File: src/rtl/ps2_host_tx.sv
`default_nettype none
// ============================================================================
// Module   : ps2_host_tx
// Purpose  : PS/2 host-to-device command transmitter. Inhibits the bus,
//            issues a request-to-send, then shifts out one byte LSB first
//            with odd parity and a stop bit on device-generated clock
//            falling edges. It then samples the device ACK and waits for
//            the bus to go idle before it reports the result.
// Revision : 1.0 - initial release
// ----------------------------------------------------------------------------
// Parameters
//   INHIBIT_CLK  clk cycles ps2_clk is held low before the request
//   TIMEOUT_CLK  max clk cycles from request entry to transfer completion
// Ports
//   clk          system clock, rising edge
//   reset        asynchronous active-high reset
//   tx_data[7:0] command byte to send
//   tx_stb       start strobe, honoured only while idle
//   ps2_clk_i    PS/2 clock line as read back from the pin
//   ps2_data_i   PS/2 data line as read back from the pin
//   ps2_clk_oe   1 = pull ps2_clk low
//   ps2_data_oe  1 = pull ps2_data low
//   busy         high whenever a transfer is in progress
//   done         one-cycle pulse on device ACK
//   err          one-cycle pulse on NACK or timeout
// Configuration macro
//   PS2_HOST_TX_RETRY_EN  when defined, NACK/timeout retries the latched
//                         byte up to 2 times before err is reported
// ============================================================================
module ps2_host_tx #(
  parameter int INHIBIT_CLK = 400,
  parameter int TIMEOUT_CLK = 60000
) (
  input  logic       clk,
  input  logic       reset,
  input  logic [7:0] tx_data,
  input  logic       tx_stb,
  input  logic       ps2_clk_i,
  input  logic       ps2_data_i,
  output logic       ps2_clk_oe,
  output logic       ps2_data_oe,
  output logic       busy,
  output logic       done,
  output logic       err
);

  // Counter widths sized to hold the terminal count (value - 1).
  localparam int INH_W = (INHIBIT_CLK > 1) ? $clog2(INHIBIT_CLK) : 1;
  localparam int TMO_W = (TIMEOUT_CLK > 1) ? $clog2(TIMEOUT_CLK) : 1;

  localparam logic [INH_W-1:0] c_inh_last = INH_W'(INHIBIT_CLK - 1);
  localparam logic [TMO_W-1:0] c_tmo_last = TMO_W'(TIMEOUT_CLK - 1);

  typedef enum logic [2:0] {
    S_IDLE    = 3'd0,
    S_INHIBIT = 3'd1,
    S_REQ     = 3'd2,
    S_BITS    = 3'd3,
    S_ACK     = 3'd4,
    S_RELEASE = 3'd5
  } state_t;

  // --------------------------------------------------------------------------
  // Registers
  // --------------------------------------------------------------------------
  state_t           state_q,    state_d;
  logic [7:0]       shift_q,    shift_d;
  logic             parity_q,   parity_d;
  logic [3:0]       bit_cnt_q,  bit_cnt_d;
  logic [INH_W-1:0] inh_cnt_q,  inh_cnt_d;
  logic [TMO_W-1:0] tmo_cnt_q,  tmo_cnt_d;
  logic             ack_q,      ack_d;
  logic             clk_oe_q,   clk_oe_d;
  logic             data_oe_q,  data_oe_d;
  logic             busy_q,     busy_d;
  logic             done_q,     done_d;
  logic             err_q,      err_d;
`ifdef PS2_HOST_TX_RETRY_EN
  logic [1:0]       retry_cnt_q, retry_cnt_d;
`endif

  // Two-flop synchronisers plus a third clock stage that remembers the
  // previous synchronised level for falling-edge detection. They reset to
  // 1 because an idle PS/2 bus floats high.
  logic clk_s1_q, clk_s2_q, clk_s3_q;
  logic data_s1_q, data_s2_q;

  logic w_fall;
  logic w_tmo_hit;
  logic w_fail;

  assign w_fall    = clk_s3_q & ~clk_s2_q;
  assign w_tmo_hit = (tmo_cnt_q == c_tmo_last);

  // --------------------------------------------------------------------------
  // Next-state logic
  // --------------------------------------------------------------------------
  always_comb begin
    state_d   = state_q;
    shift_d   = shift_q;
    parity_d  = parity_q;
    bit_cnt_d = bit_cnt_q;
    inh_cnt_d = inh_cnt_q;
    tmo_cnt_d = tmo_cnt_q;
    ack_d     = ack_q;
    clk_oe_d  = clk_oe_q;
    data_oe_d = data_oe_q;
    busy_d    = busy_q;
    done_d    = 1'b0;
    err_d     = 1'b0;
    w_fail    = 1'b0;
`ifdef PS2_HOST_TX_RETRY_EN
    retry_cnt_d = retry_cnt_q;
`endif

    case (state_q)
      S_IDLE: begin
        clk_oe_d  = 1'b0;
        data_oe_d = 1'b0;
        busy_d    = 1'b0;
        if (tx_stb) begin
          shift_d   = tx_data;
          parity_d  = ~^tx_data;
          bit_cnt_d = 4'd0;
          tmo_cnt_d = '0;
          inh_cnt_d = '0;
`ifdef PS2_HOST_TX_RETRY_EN
          retry_cnt_d = 2'd0;
`endif
          clk_oe_d  = 1'b1;
          busy_d    = 1'b1;
          state_d   = S_INHIBIT;
        end
      end

      // Clock edges seen here come from our own inhibit (or from device
      // traffic) and are deliberately ignored.
      S_INHIBIT: begin
        if (inh_cnt_q == c_inh_last) begin
          clk_oe_d  = 1'b0;
          data_oe_d = 1'b1;   // start bit
          tmo_cnt_d = '0;
          state_d   = S_REQ;
        end else begin
          inh_cnt_d = inh_cnt_q + 1'b1;
        end
      end

      S_REQ: begin
        tmo_cnt_d = tmo_cnt_q + 1'b1;
        state_d   = S_BITS;
      end

      S_BITS: begin
        if (w_tmo_hit) begin
          w_fail = 1'b1;
        end else begin
          tmo_cnt_d = tmo_cnt_q + 1'b1;
          if (w_fall) begin
            bit_cnt_d = bit_cnt_q + 1'b1;
            if (bit_cnt_q < 4'd8) begin
              data_oe_d = ~shift_q[bit_cnt_q[2:0]];
            end else if (bit_cnt_q == 4'd8) begin
              data_oe_d = ~parity_q;
            end else begin
              data_oe_d = 1'b0;   // stop bit: release data
              state_d   = S_ACK;
            end
          end
        end
      end

      S_ACK: begin
        if (w_tmo_hit) begin
          w_fail = 1'b1;
        end else begin
          tmo_cnt_d = tmo_cnt_q + 1'b1;
          if (w_fall) begin
            ack_d   = ~data_s2_q;   // device pulls data low to ACK
            state_d = S_RELEASE;
          end
        end
      end

      S_RELEASE: begin
        if (w_tmo_hit) begin
          w_fail = 1'b1;
        end else begin
          tmo_cnt_d = tmo_cnt_q + 1'b1;
          if (clk_s2_q && data_s2_q) begin
            if (ack_q) begin
              done_d  = 1'b1;
              busy_d  = 1'b0;
              state_d = S_IDLE;
            end else begin
              w_fail = 1'b1;
            end
          end
        end
      end

      default: begin
        clk_oe_d  = 1'b0;
        data_oe_d = 1'b0;
        busy_d    = 1'b0;
        state_d   = S_IDLE;
      end
    endcase

    // Common failure handling for NACK and timeout: always free the bus,
    // then either retry the latched byte or report the error.
    if (w_fail) begin
      clk_oe_d  = 1'b0;
      data_oe_d = 1'b0;
`ifdef PS2_HOST_TX_RETRY_EN
      if (retry_cnt_q != 2'd2) begin
        retry_cnt_d = retry_cnt_q + 1'b1;
        bit_cnt_d   = 4'd0;
        inh_cnt_d   = '0;
        clk_oe_d    = 1'b1;
        busy_d      = 1'b1;
        state_d     = S_INHIBIT;
      end else begin
        err_d   = 1'b1;
        busy_d  = 1'b0;
        state_d = S_IDLE;
      end
`else
      err_d   = 1'b1;
      busy_d  = 1'b0;
      state_d = S_IDLE;
`endif
    end
  end

  // --------------------------------------------------------------------------
  // State and output registers; reset releases both lines asynchronously.
  // --------------------------------------------------------------------------
  always_ff @(posedge clk or posedge reset) begin
    if (reset) begin
      clk_s1_q  <= 1'b1;
      clk_s2_q  <= 1'b1;
      clk_s3_q  <= 1'b1;
      data_s1_q <= 1'b1;
      data_s2_q <= 1'b1;
      state_q   <= S_IDLE;
      shift_q   <= 8'h00;
      parity_q  <= 1'b0;
      bit_cnt_q <= 4'd0;
      inh_cnt_q <= '0;
      tmo_cnt_q <= '0;
      ack_q     <= 1'b0;
      clk_oe_q  <= 1'b0;
      data_oe_q <= 1'b0;
      busy_q    <= 1'b0;
      done_q    <= 1'b0;
      err_q     <= 1'b0;
`ifdef PS2_HOST_TX_RETRY_EN
      retry_cnt_q <= 2'd0;
`endif
    end else begin
      clk_s1_q  <= ps2_clk_i;
      clk_s2_q  <= clk_s1_q;
      clk_s3_q  <= clk_s2_q;
      data_s1_q <= ps2_data_i;
      data_s2_q <= data_s1_q;
      state_q   <= state_d;
      shift_q   <= shift_d;
      parity_q  <= parity_d;
      bit_cnt_q <= bit_cnt_d;
      inh_cnt_q <= inh_cnt_d;
      tmo_cnt_q <= tmo_cnt_d;
      ack_q     <= ack_d;
      clk_oe_q  <= clk_oe_d;
      data_oe_q <= data_oe_d;
      busy_q    <= busy_d;
      done_q    <= done_d;
      err_q     <= err_d;
`ifdef PS2_HOST_TX_RETRY_EN
      retry_cnt_q <= retry_cnt_d;
`endif
    end
  end

  assign ps2_clk_oe  = clk_oe_q;
  assign ps2_data_oe = data_oe_q;
  assign busy        = busy_q;
  assign done        = done_q;
  assign err         = err_q;

endmodule
`default_nettype wire

File: config.mk
export PLATFORM = sky130hd
export DESIGN_NAME = ps2_host_tx
export DESIGN_NICKNAME = d
export VERILOG_FILES = /design/src/rtl/ps2_host_tx.sv
export SDC_FILE = /design/constraint.sdc
export NUM_CORES = 1
export LEC_CHECK = 0
export BUFFER_PORTS_ARGS = -buffer_cell sky130_fd_sc_hd__buf_2
export CAP_MARGIN = 20
export CORE_UTILIZATION = 40
export CTS_CLUSTER_SIZE = 30
export DETAILED_ROUTE_END_ITERATION = 8
export GPL_TIMING_DRIVEN = 1
export HOLD_SLACK_MARGIN = 0.02
export MAX_ROUTING_LAYER = met4
export PLACE_DENSITY_LB_ADDON = 0.25
export SYNTH_ARGS = -nofsm -noshare
export SYNTH_HDL_FRONTEND = slang
export SYNTH_SLANG_ARGS = --single-unit
File: constraint.sdc
create_clock -name clk -period 3.1 [get_ports clk]
set_input_delay 0.31 -clock clk [delete_from_list [all_inputs] [get_ports clk]]
set_output_delay 0.31 -clock clk [all_outputs]
set_load 0.02 [all_outputs]
Yosys cells after proc, flatten, opt, wreduce, memory -nomap -nowiden
Index checks and enable logic that the tools add are counted.
{"block": "totals", "reg_bits": 52, "inputBits": 13, "elab_cells": 128}
{"block": "op_classes", "n_addsub": 3, "order_cmp": 2, "n_eq_ne": 28, "n_mux": 52, "bitwise_logic": 6, "n_reduce_logical": 20}
{"operator": "$pmux 16 s4", "count": 1}
{"operator": "$mux 16", "count": 3}
{"operator": "$mux 3", "count": 12}
{"operator": "$ne 3x3->1 const B", "count": 11}
{"operator": "$mux 1", "count": 23}
{"operator": "$mux 9", "count": 2}
{"operator": "$pmux 3 s6", "count": 1}
{"operator": "$pmux 9 s2", "count": 1}
{"operator": "$add 16x1->16 const B", "count": 1}
{"operator": "$eq 16x16->1 const B", "count": 1}
{"operator": "$reduce_and 4->1", "count": 4}
{"operator": "$mux 4", "count": 3}
{"operator": "$ne 2x2->1 const B", "count": 6}
{"operator": "$reduce_and 11->1", "count": 1}
{"operator": "$add 9x1->9 const B", "count": 1}
{"operator": "$eq 9x9->1 const B", "count": 1}
{"operator": "$pmux 1 s3", "count": 3}
{"operator": "$pmux 4 s2", "count": 1}
{"operator": "$reduce_or 4->1", "count": 2}
{"operator": "$reduce_xnor 8->1", "count": 1}
{"operator": "$eq 3x2->1 const B", "count": 2}
{"operator": "$eq 3x3->1 const B", "count": 2}
{"operator": "$ne 2x1->1 const B", "count": 3}
{"operator": "$reduce_and 3->1", "count": 2}
{"operator": "16 further kinds", "count": 23}

Longest topological paths before layout
Gate-level depths: netlist of run 1.
{"block": "depth", "ltp_word": 8, "ltp_mapped": 9, "depth_no_buf": 7}

Worst setup path after synthesis of run 1
OpenSTA, ideal clock, no wires.
{"block": "synth_path", "path_kind": "register to register", "from": "register tmo_cnt_q[0]", "to": "register tmo_cnt_q[5]", "setup_ns": 0.077, "t_arrival_ns": 2.226, "t_required_ns": 3.023, "path_slack_ns": 0.797, "stages_incl_launch_ff": 9, "period_less_slack_ns": 2.303, "path_cell_list": "dfrtp_1 > ha_1 > and4_4 > buf_6 > and4_1 > buf_6 > a311o_1 > or4_1 > a21oi_1"}
{"block": "synth_via", "elab_chain_len": 3, "elab_cells_between_ends": 6, "cone_classes": "1 x add/sub; 2 x eq/ne; 2 x mux; 1 x reduce/logical"}
{"element": "start: declaration", "line": "71", "rtl": "logic [TMO_W-1:0] tmo_cnt_q, tmo_cnt_d;"}
{"element": "start signal: assignment", "line": "272", "rtl": "tmo_cnt_q <= tmo_cnt_d;"}
{"element": "$add 16x1->16 / $eq 16x16->1 (equally long branches)"}
{"element": "$mux 16 / $ne 2x2->1 (equally long branches)"}
{"element": "$pmux 16 s4 / $reduce_and 4->1 (equally long branches)"}
Parallel ways exist; a longest one is shown, timed or not. The select of a mux whose other input is x is not followed.
A chain may end at the register's enable or synchronous reset.

Worst setup path in the final report of run 1
{"block": "layout_path", "from": "register inh_cnt_q[0]", "to": "register tmo_cnt_q[9]"}
{"block": "layout_via", "elab_chain_len": 3}
{"element": "start: declaration", "line": "70", "rtl": "logic [INH_W-1:0] inh_cnt_q, inh_cnt_d;"}
{"element": "start signal: assignment", "line": "271", "rtl": "inh_cnt_q <= inh_cnt_d;"}
{"element": "$eq 9x9->1", "line": "139", "rtl": "if (inh_cnt_q == c_inh_last) begin"}
{"element": "$ne 2x2->1 (no line)"}
{"element": "$reduce_and 4->1 (no line)"}
No other way between the ends.

==> results of run 1 <==
[state kept, by name, summed over array words and instances, names as in the netlist, 3 cells and up]
name       count
tmo_cnt_q     16
shift_q        8
state_q        3
inh_cnt_q      9
bit_cnt_q      4
[per-layer routing]
layer  GRT usage [%]  part of all wire [%]
met5               -                     0
met4           7.858                   2.0
met3           3.210                   3.0
met2           28.37                    46
met1           24.30                    49
[final cells by class]
class	count	area share, %
inverters	10	1.247
repair buffers	22	4.156
clock buffers	5	2.286
multi-input cells	215	44.80
flip-flops and latches	52	43.43
clock inverters	3	0.8728
well taps	77	3.200
[cell usage after synthesis (4+ instances only)]
library cell	count	area share, %
nand4_1	7	1.6
xnor2_1	17	5.4
nor3_1	7	1.3
nand3_1	12	2.2
a21oi_1	9	1.6
nand2_1	47	6.4
nand2b_1	5	1.1
nor4_1	5	1.1
o21ai_0	14	2.5
o211ai_1	5	1.4
o31ai_1	6	1.6
clkbuf_1	7	0.95
or3_1	4	0.91
ha_1	4	1.8
dfstp_2	5	4.8
xor2_1	4	1.3
dfrtp_1	47	43
inv_1	10	1.4
nor2_1	21	2.9
[logic make-up after synthesis]
| family | after synthesis | synth area share, % |
|---|---|---|
| buf+inv | 21 | 3.813 |
| simple gates | 134 | 25.06 |
| flops | 52 | 47.44 |
| mux | 3 | 1.997 |
| compound gates | 51 | 12.48 |
| fa+ha+maj | 6 | 2.542 |
| xor+xnor | 21 | 6.672 |
[per-stage QoR]
stage	cell area (sq um)	setup WS [ns]	cells	power [mW]	hold WS (ns)
after floorplan	2756	0.7968	288	1.644	0.3145
after global placement	2905	0.4937	375	1.832	0.3093
after detailed placement	2905	0.4360	375	1.852	0.3125
after CTS	3010	0.3740	384	2.276	0.07032
after global routing	3010	0.1849	384	2.443	0.05978
final	3010	0.3884	384	2.252	0.08243
[power by group through the flow]
stage	registers, mW	logic, mW	clock network (mW)
after CTS	1.06	0.791	0.428
final	1.06	0.782	0.411
after detailed placement	1.07	0.785	0
after global placement	1.06	0.772	0
after floorplan	0.995	0.649	0
after global routing	1.09	0.902	0.453
[critical path, cell delays in order (launching register included)]
cell	delay [ns]
dfrtp_1	0.40
ha_1	0.25
nand4b_1	0.20
o311a_1	0.54
a311o_1	0.56
or4_1	0.54
a21oi_1	0.16
[final timing paths]
check | start | to | slack, ns | cells after the start
worst min register to register | data_s1_q | data_s2_q | 0.36 | 0
worst max-delay path | inh_cnt_q[0] | tmo_cnt_q[9] | 0.39 | 6
worst max register to register | inh_cnt_q[0] | tmo_cnt_q[9] | 0.39 | 6
min in group asynchronous | reset | bit_cnt_q[2] | 0.52 | 3
worst min-delay path | ps2_data_i | data_s1_q | 0.08 | 1
max in group asynchronous | reset | tmo_cnt_q[9] | 1.82 | 4
==> reports/results.env, run 1 <==
CLOCK_TREE_FROM_TRITONCTS='done'
GRT_FIRST_PASS_WIRELENGTH_MICRONS=10180
CTS.HTREE.LEVELS=2
IO_BUFFERS=17
DIE_W_MICRONS=85.01
ANTENNA-DIODE-COUNT=0
ROUTED_WIRE_PER_STD_CELL_MICRONS=14.83
CTS_MADE_BUFFERS=5
REGAREA_SQ_UM=1308
SYNTH_EDF_COUNT=0
POST_ROUTE_CELLS_DRIVE_ABOVE_1_SHARE_PCT=14.98
YOSYS_WARNINGS=0
FINAL_HOLD_VIOL_COUNT=0
FINAL_NETS=323
CLOCK_SINKS=52
PLACEMENTROWS=29
MAXCAPVIOLATIONS=0
FRACTION_OF_POWER_CONSUMED_BY_THE_CLOCK_NETWORK_PCT=18.3
ROUTABILITY_CONG=0.8404
WORST_EP_ARRIVAL_TIME_NS=2.95
GRT_ANTENNA_BEFORE_REPAIR=0
SETUP.WORST_PATH.START_CLASS='register'
CORE_SQ_UM=6495
CTS.HOLD.BUFFERS_ADDED=1
DIE_Y_MICRONS=85.01
SYNTH-SEQ-CELLS=52
CLK_PATH_BUF_DEPTH=2
UTILIZATION_PCT=46.35
GRTUSAGETOTAL_PCT=18.53
WORSTPATHREQUIRED_NS=3.34
VIAS=2161
CELL_INTERNAL_PWR_mW=1.331
POST-CTS-SETUP-BUFFERS=0
FINALWORSTPATHREQUIREDPERIOD_NS=2.712
MULTI_INPUT_COMB_AREA_SQ_UM=1349
TRANSITION_TIME_AT_THE_PIN_WITH_THE_LEAST_SLEW_MARGIN_NS=0.7341
CRITICAL_PATH_PEAK_FANOUT=16
P_SWITCHING_uW=920.9
IR_WORST_VDD_V=0.0003519
VIA_PER_INST=5.628
POWER_LEAKAGE_nW=1.292
DETAIL_ROUTE.FIRST_PASS.ITERATIONS=4
CLK-INSERTION-DELAY-LATE_NS=0.32
WORST_SETUP_PATH_END_KIND='register'
FILLER_CELL_COUNT=613
SYNTH-SEQ-AREA-SHARE_PCT=47.44
CTSROOTBUFFERMASTER='clkbuf_8'
COMB_POWER_SHARE_PCT=34.7
FINAL-MAX-SLEW-VIOLATION-COUNT=0
COUNT_OF_PINS_ON_THE_BLOCK_BOUNDARY=18
FMAX_MHz=368.8
RUN_STATUS='completed'
POWER.SEQUENTIAL.FRACTION_PCT=47.0
POWER_PER_CELL_AREA_nW_PER_UM2=748.0
SYNTH.CELL_AREA_SQ_UM=2756
DRT_ITER0_DRC=97
ROUTED_WL_MICRONS=5695
SETUP_TNS_NS=0
SYNTH_CELLS=288
HPWLAFTERDP_MICRONS=3987
SYNTHARSTFLOPSHARE_PCT=100.0
GRT_PASS1_VIAS=2164
SETUP-VIOLATIONS-FINAL=0
MOST-COMMON-LAYOUT-CELLS='nand2_1, dfrtp_1, nor2_1'
TIMING.FINAL.CRIT_SHARE_PCT=87.47
SLEW_HEADROOM_PCT=50.79
SYN2LAYOUT_AREA_GROWTH_PCT=9.215
CTS_RESIZED=0
HOLD_CLASS='in2reg'
MAPPEDNETLISTNETS=305
GRT_REMAINING_OVERFLOW=0
DETAIL_ROUTE.DRC_VIOLATIONS=0
RSZ0062_AT_GRT='no'
WORST-SETUP-PATH-TYPE='reg2reg'
AVGSYNTHCELLAREA_SQ_UM=9.571
FINCLKSKEW_NS=0.007768
YOSYS.CELL_TYPES.COUNT=53
FP.DIEAREA_SQ_UM=7227
SWITCHING_SHARE_PCT=40.90
GRT_MAX_DEGREE=35
FLIP_FLOP_CELL_WITH_THE_HIGHEST_COUNT_AFTER_SYNTHESIS='dfrtp_1'
CLK_PIN_SLEW_NS=0.10
ANT_NETS=0
INITIAL_UTILIZATION_PCT=42.44
(Power assumes the default switching activity.)
==> inputs of run 2 (changes only) <==
--- a/config.mk
+++ b/config.mk
@@ -11,7 +11,7 @@
 export CTS_CLUSTER_SIZE = 30
 export DETAILED_ROUTE_END_ITERATION = 8
 export GPL_TIMING_DRIVEN = 1
-export HOLD_SLACK_MARGIN = 0.02
+export HOLD_SLACK_MARGIN = 0.12
 export MAX_ROUTING_LAYER = met4
 export PLACE_DENSITY_LB_ADDON = 0.25
 export SYNTH_ARGS = -nofsm -noshare
==> run 2 against run 1 <==
Worst hold slack improved by 0.11 ns. Total power is essentially flat. Sequential power is essentially flat. First-iteration DRC count shrank 7.2%. Combinational power hardly changed. Clock skew rose by 0.00085 ns. Highest routed layer unchanged. Via count decreased by 0.14%. Die area unchanged. Clock-buffer cell count stayed put.
==> reports/results.env, run 2 (synthesis gave the netlist of run 1 again) <==
RUN_STATUS='completed'  # unchanged
PLACEMENTROWS=29  # unchanged
HOLD_PATH_STARTPOINT='tx_data[7]'  # was ps2_data_i
LAYOUTNONFILLERINSTCOUNT=386  # was 384
HOLD_CLASS='in2reg'  # unchanged
SYN2LAYOUT_AREA_GROWTH_PCT=9.941  # was 9.215%
FINCLKSKEW_NS=0.008615  # was 0.007768 ns
INITIAL_UTILIZATION_PCT=42.44  # unchanged
MAXCAPVIOLATIONS=0  # unchanged
FINALWORSTPATHREQUIREDPERIOD_NS=2.708  # was 2.712 ns
WORSTPATHREQUIRED_NS=3.34  # about the same
BUSIEST_LAYER='met2'  # unchanged
ANTENNA-DIODE-COUNT=0  # unchanged
CRITICAL_PATH_PEAK_FANOUT=16  # unchanged
FILLER_CELL_COUNT=610  # was 613
MIN_TO='shift_q[7]'  # was data_s1_q
POST_ROUTE_CELLS_DRIVE_ABOVE_1_SHARE_PCT=14.89  # was 14.98%
FINAL-MAX-SLEW-VIOLATION-COUNT=0  # unchanged
COUNT_OF_PINS_ON_THE_BLOCK_BOUNDARY=18  # unchanged
TOP_REGS='tmo_cnt_q: 16 flops, inh_cnt_q: 9 flops, shift_q: 8 flops'  # unchanged
FINAL_HOLD_VIOL_COUNT=0  # unchanged
ROUTED_WL_MICRONS=5723  # was 5695 microns
CTS.HTREE.LEVELS=2  # unchanged
WORST_SETUP_PATH_END_KIND='register'  # unchanged
TIMING.FINAL.CRIT_SHARE_PCT=87.35  # was 87.47%
DETAIL_ROUTE.DRC_VIOLATIONS=0  # unchanged
HPWLAFTERDP_MICRONS=3987  # unchanged
REGTOREGSETUPSLACK_NS=0.39  # about the same
WORST_R2R_PATH_DEPTH=6  # unchanged
POWER_LEAKAGE_nW=1.300  # was 1.292 nW
CTSROOTBUFFERMASTER='clkbuf_8'  # unchanged
GRTUSAGETOTAL_PCT=18.58  # was 18.53%
PLACE_INST=375  # unchanged
DETAIL_ROUTE.FIRST_PASS.ITERATIONS=4  # unchanged
GRT_REMAINING_OVERFLOW=0  # unchanged
CLK_PATH_BUF_DEPTH=2  # unchanged
GRT_PASS1_VIAS=2176  # was 2164
REGTOREGSTARTPOINT='inh_cnt_q[0]'  # unchanged
MOST-COMMON-LAYOUT-CELLS='nand2_1, dfrtp_1, nor2_1'  # unchanged
TIMING.HOLD.WS_NS=0.1969  # was 0.08243 ns
FINAL_NETS=325  # was 323
POST_DP_CELL_AREA_SQ_UM=2905  # unchanged
RSZ0062_AT_GRT='no'  # unchanged
GRTUSAGEMET3_PCT=3.210  # unchanged
DRT_ITER0_DRC=90  # was 97
IO_BUFFERS=17  # unchanged
PRECTSSETUPSLACK_NS=0.4360  # unchanged
GRT_FIRST_PASS_WIRELENGTH_MICRONS=10210  # was 10180 microns
POST-CTS-SETUP-BUFFERS=0  # unchanged
ROUTABILITY_CONG=0.8404  # unchanged
HOLD_PATH_DEPTH=3  # was 1
MET2_USAGE_PCT=28.52  # was 28.37%
BIGGEST_REGISTER='tmo_cnt_q'  # unchanged
GRT_ANTENNA_BEFORE_REPAIR=0  # unchanged
DIE_W_MICRONS=85.01  # unchanged
CLK_PIN_SLEW_NS=0.10  # about the same
POST-ROUTE-CELL-AREA_SQ_UM=3030  # was 3010 sq um
CRIT-REG2REG-CAPTURE='tmo_cnt_q[9]'  # unchanged
POWER_PER_CELL_AREA_nW_PER_UM2=743.5  # was 748.0 nW/um^2
IR_WORST_VDD_V=0.0003520  # was 0.0003519 V
CORE_SQ_UM=6495  # unchanged
LARGEST_REG_FLOPS=16  # unchanged
WORST-SETUP-PATH-TYPE='reg2reg'  # unchanged
CLOCK_SINKS=52  # unchanged
FP.DIEAREA_SQ_UM=7227  # unchanged
SETUP-VIOLATIONS-FINAL=0  # unchanged
SETUP.WORST_PATH.START_CLASS='register'  # unchanged
SLEW_HEADROOM_PCT=50.48  # was 50.79%
GROUTE.LAYER.MET1.USAGE_PCT=24.30  # unchanged
CTS_MADE_BUFFERS=5  # unchanged
WORST_EP_ARRIVAL_TIME_NS=2.95  # about the same
CLOCK_TREE_FROM_TRITONCTS='done'  # unchanged
TRANSITION_TIME_AT_THE_PIN_WITH_THE_LEAST_SLEW_MARGIN_NS=0.7388  # was 0.7341 ns
VIA_PER_INST=5.591  # was 5.628
CLK-INSERTION-DELAY-LATE_NS=0.32  # about the same
ROUTED_WIRE_PER_STD_CELL_MICRONS=14.83  # about the same
FMAX_MHz=369.3  # was 368.8 MHz
DIE_Y_MICRONS=85.01  # unchanged
SETUP_TNS_NS=0  # unchanged
FINAL.SETUP.WORST_SLACK_NS=0.3921  # was 0.3884 ns
ANT_NETS=0  # unchanged
GRT_MAX_DEGREE=35  # unchanged
VIAS=2158  # was 2161
## run 2: timing repair
action | in CTS | in global routing
resized for setup | 0 | 0
hold buffers | 3 | 0
endpoints found under the hold margin | 15 | 0
## run 2: power breakdown
group	switching, mW	internal, mW	leakage, nW
clock	0.246	0.165	0.0487
combinational	0.466	0.318	0.575
sequential	0.209	0.850	0.677
total	0.921	1.33	1.30
## run 2: layer usage
metal | vias up | routed length (microns)
met5 | - | 0
met4 | 0 | 116
met1 | 1036 | 2791
li1 | 1072 | -
met2 | 40 | 2644
met3 | 10 | 170
## run 2: through the flow
step | util, % | power (mW)
finish | 46.66 | 2.253
global route | 46.66 | 2.446
CTS | 46.66 | 2.277
detailed placement | 44.73 | 1.852
global placement | 44.73 | 1.832
floorplan | - | 1.644
## run 2: cell type report
type | instances | area, sq um | area share [%]
clock buffer | 5 | 68.82 | 2.271
clock inverter | 3 | 26.28 | 0.8671
multi-input combinational | 215 | 1349 | 44.51
tap | 77 | 96.34 | 3.179
inverter | 10 | 37.54 | 1.239
sequential | 52 | 1308 | 43.15
timing repair buffer | 24 | 145.1 | 4.789
## run 2: worst max-delay path by stage
stage / slack (ns) / cells past startpoint / endpoint / start
floorplan: 0.80 / 8 / tmo_cnt_q[5] / tmo_cnt_q[0]
CTS: 0.37 / 6 / tmo_cnt_q[9] / inh_cnt_q[0]
finish: 0.39 / 6 / tmo_cnt_q[9] / inh_cnt_q[0]
detailed placement: 0.44 / 6 / tmo_cnt_q[5] / inh_cnt_q[0]
global route: 0.18 / 6 / tmo_cnt_q[9] / inh_cnt_q[0]
global placement: 0.49 / 6 / tmo_cnt_q[9] / inh_cnt_q[0]
## run 2: critical path: stages (launching register included)
cell and delay [ns]:
dfrtp_1 0.40, ha_1 0.25, nand4b_1 0.20, o311a_1 0.54, a311o_1 0.56, or4_1 0.53
a21oi_1 0.16
==> inputs of run 3 (changes only) <==
--- a/config.mk
+++ b/config.mk
@@ -7,6 +7,7 @@
 export LEC_CHECK = 0
 export BUFFER_PORTS_ARGS = -buffer_cell sky130_fd_sc_hd__buf_2
 export CAP_MARGIN = 20
+export CORE_ASPECT_RATIO = 0.75
 export CORE_UTILIZATION = 40
 export CTS_CLUSTER_SIZE = 30
 export DETAILED_ROUTE_END_ITERATION = 8
==> run 3 against run 2 <==
Global-route usage shrank 1.0 points. Sequential cell count is the same. Sequential share of layout area grew 0.21 points. Die area is essentially flat. Utilization shrank 0.088 points. Sequential power is essentially flat. Final cell count grew 0.52%. Total power shrank 0.77%. Clock power shrank 3%. Worst setup slack lost 0.0033 ns. Final area shrank 0.50%. Clock skew grew 0.0044 ns. Critical endpoint is now tmo_cnt_q[5]. Highest routed layer unchanged.
==> reports/results.env, run 3 (synthesis gave the netlist of run 1 again) <==
FMAX_MHz=368.8  # was 369.3 MHz
POST_ROUTE_CELLS_DRIVE_ABOVE_1_SHARE_PCT=14.66  # was 14.89%
CTS_MADE_BUFFERS=5  # unchanged
DETAIL_ROUTE.DRC_VIOLATIONS=0  # unchanged
FINAL_HOLD_VIOL_COUNT=0  # unchanged
FINAL_NETS=323  # was 325
CRITPATHMAXSTAGEDELAY_NS=0.56  # about the same
GRT_REMAINING_OVERFLOW=0  # unchanged
POWER_LEAKAGE_nW=1.293  # was 1.300 nW
FP.DIEAREA_SQ_UM=7231  # was 7227 sq um
WORST_SETUP_PATH_END_KIND='register'  # unchanged
RSZ0062_AT_GRT='no'  # unchanged
WORSTPATHREQUIRED_NS=3.34  # about the same
VIAS=2133  # was 2158
DRT_ITER0_DRC=129  # was 90
TIMING.FINAL.CRIT_SHARE_PCT=87.46  # was 87.35%
IO_BUFFERS=17  # unchanged
SETUP.WORST_PATH.START_CLASS='register'  # unchanged
CLK_PIN_SLEW_NS=0.10  # about the same
CP_SLOWEST_CELL='a311o_1'  # unchanged
CTS.HTREE.LEVELS=2  # unchanged
CRITICAL_PATH.CELL_CHAIN='ha_1, nand4b_1, o311a_1, a311o_1, or4_1, a21oi_1'  # unchanged
TOP_REGS='tmo_cnt_q: 16 flops, inh_cnt_q: 9 flops, shift_q: 8 flops'  # unchanged
CRITICAL_PATH_PEAK_FANOUT=16  # unchanged
FILLER_CELL_COUNT=616  # was 610
ROUTABILITY_CONG=0.8514  # was 0.8404
ANT_NETS=0  # unchanged
PRECTSSETUPSLACK_NS=0.4486  # was 0.4360 ns
GRT_FIRST_PASS_WIRELENGTH_MICRONS=9673  # was 10210 microns
LAYOUTNONFILLERINSTCOUNT=388  # was 386
RUN_STATUS='completed'  # unchanged
CORE_SQ_UM=6475  # was 6495 sq um
INITIAL_UTILIZATION_PCT=42.57  # was 42.44%
GRT_MAX_DEGREE=53  # was 35
SYN2LAYOUT_AREA_GROWTH_PCT=9.396  # was 9.941%
MAXCAPVIOLATIONS=0  # unchanged
FINAL-MAX-SLEW-VIOLATION-COUNT=0  # unchanged
TRANSITION_TIME_AT_THE_PIN_WITH_THE_LEAST_SLEW_MARGIN_NS=0.6574  # was 0.7388 ns
GRT_PASS1_VIAS=2005  # was 2176
CTS_RESIZED=0  # unchanged
CLOCK_TREE_FROM_TRITONCTS='done'  # unchanged
CLK_PATH_BUF_DEPTH=2  # unchanged
SLEW_HEADROOM_PCT=56.17  # was 50.48%
GRTUSAGETOTAL_PCT=17.58  # was 18.58%
DIE_W_MICRONS=97.86  # was 85.01 microns
CTSROOTBUFFERMASTER='clkbuf_8'  # unchanged
ANTENNA-DIODE-COUNT=0  # unchanged
VIA_PER_INST=5.497  # was 5.591
WORST_EP_ARRIVAL_TIME_NS=2.95  # about the same
FINALWORSTPATHREQUIREDPERIOD_NS=2.711  # was 2.708 ns
HPWLAFTERDP_MICRONS=3919  # was 3987 microns
WORST-SETUP-PATH-TYPE='reg2reg'  # unchanged
PLACE_INST=378  # was 375
FINAL.SETUP.WORST_SLACK_NS=0.3888  # was 0.3921 ns
ROUTED_WL_MICRONS=5623  # was 5723 microns
POST-CTS-SETUP-BUFFERS=0  # unchanged
CLK-INSERTION-DELAY-LATE_NS=0.31  # was 0.32 ns
HOLD_CLASS='in2async'  # was in2reg
SETUP-VIOLATIONS-FINAL=0  # unchanged
DIE_Y_MICRONS=73.89  # was 85.01 microns
LARGEST_REG_FLOPS=16  # unchanged
TIMING.HOLD.WS_NS=0.1568  # was 0.1969 ns
ROUTED_WIRE_PER_STD_CELL_MICRONS=14.49  # was 14.83 microns
PLACEMENTROWS=25  # was 29
IR_WORST_VDD_V=0.0003536  # was 0.0003520 V
FINCLKSKEW_NS=0.01305  # was 0.008615 ns
SETUP_TNS_NS=0  # unchanged
COUNT_OF_PINS_ON_THE_BLOCK_BOUNDARY=18  # unchanged
MOST-COMMON-LAYOUT-CELLS='nand2_1, dfrtp_1, nor2_1'  # unchanged
CLOCK_SINKS=52  # unchanged
POWER_PER_CELL_AREA_nW_PER_UM2=741.5  # was 743.5 nW/um^2
BIGGEST_REGISTER='tmo_cnt_q'  # unchanged
POST-LAYOUT-TOTAL-POWER_mW=2.236  # was 2.253 mW
DETAIL_ROUTE.FIRST_PASS.ITERATIONS=4  # unchanged
GRT_ANTENNA_BEFORE_REPAIR=0  # unchanged
-- run 3: cell types whose count changed in the layout (fill, tap and decap cells not counted) --
cell / previous run / this run
dlygate4sd3_1: 3 / 2
inv_6: 1 / 0
clkinv_2: 0 / 2
clkinv_4: 2 / 0
clkbuf_8: 5 / 6
buf_4: 4 / 3
-- run 3: cell type report --
| type | count | area [sq um] | area share [%] |
|---|---|---|---|
| clock buffer | 6 | 82.58 | 2.739 |
| inverter | 10 | 37.54 | 1.245 |
| sequential | 52 | 1308 | 43.36 |
| timing repair buffer | 22 | 127.6 | 4.232 |
| clock inverter | 2 | 10.01 | 0.3320 |
| multi-input combinational | 215 | 1349 | 44.73 |
| tap | 81 | 101.3 | 3.361 |
-- run 3: what timing repair did --
action	CTS	global route
setup endpoints to repair	0	0
hold buffers	2	0
endpoints found under the hold margin	2	0
-- run 3: path summary, 6_finish.rpt --
| path | endpoint | startpoint | slack [ns] | cells after the start |
|---|---|---|---|---|
| max | tmo_cnt_q[5] | inh_cnt_q[0] | 0.39 | 6 |
| min | done | reset | 0.16 | 3 |
| max reg2reg | tmo_cnt_q[5] | inh_cnt_q[0] | 0.39 | 6 |
| min reg2reg | clk_s2_q | clk_s1_q | 0.36 | 0 |
| max in group asynchronous | tmo_cnt_q[15] | reset | 2.49 | 3 |
| min in group clk | shift_q[4] | tx_data[4] | 0.21 | 3 |
-- run 3: through the flow --
step / instance area [sq um] / utilization (%)
2_1_floorplan: 2756 / -
3_3_place_gp: 2903 / 44.83
3_5_place_dp: 2903 / 44.83
4_1_cts: 3015 / 46.57
5_1_grt: 3015 / 46.57
6_report: 3015 / 46.57
-- run 3: power breakdown --
part / switching, mW / internal (mW) / total (mW)
sequential: 0.207 / 0.850 / 1.06
combinational: 0.462 / 0.317 / 0.779
clock: 0.221 / 0.179 / 0.400
-- run 3: critical path, delay by kind of cell, from the launching register on --
kind	cells	cell delay (ns)
AO/OA/AOI/OAI	3	1.26
AND/OR/NAND/NOR	2	0.74
flip-flops	1	0.39
adder cells (fa/ha/maj)	1	0.25
-- run 3: per-layer routing --
| layer | vias up | part of all wire (%) | global-route usage (%) |
|---|---|---|---|
| li1 | 1070 | - | - |
| met3 | 7 | 4.3 | 3.711 |
| met1 | 1017 | 53 | 24.97 |
| met5 | - | 0 | - |
| met2 | 39 | 41 | 25.04 |
| met4 | 0 | 1.1 | 5.387 |
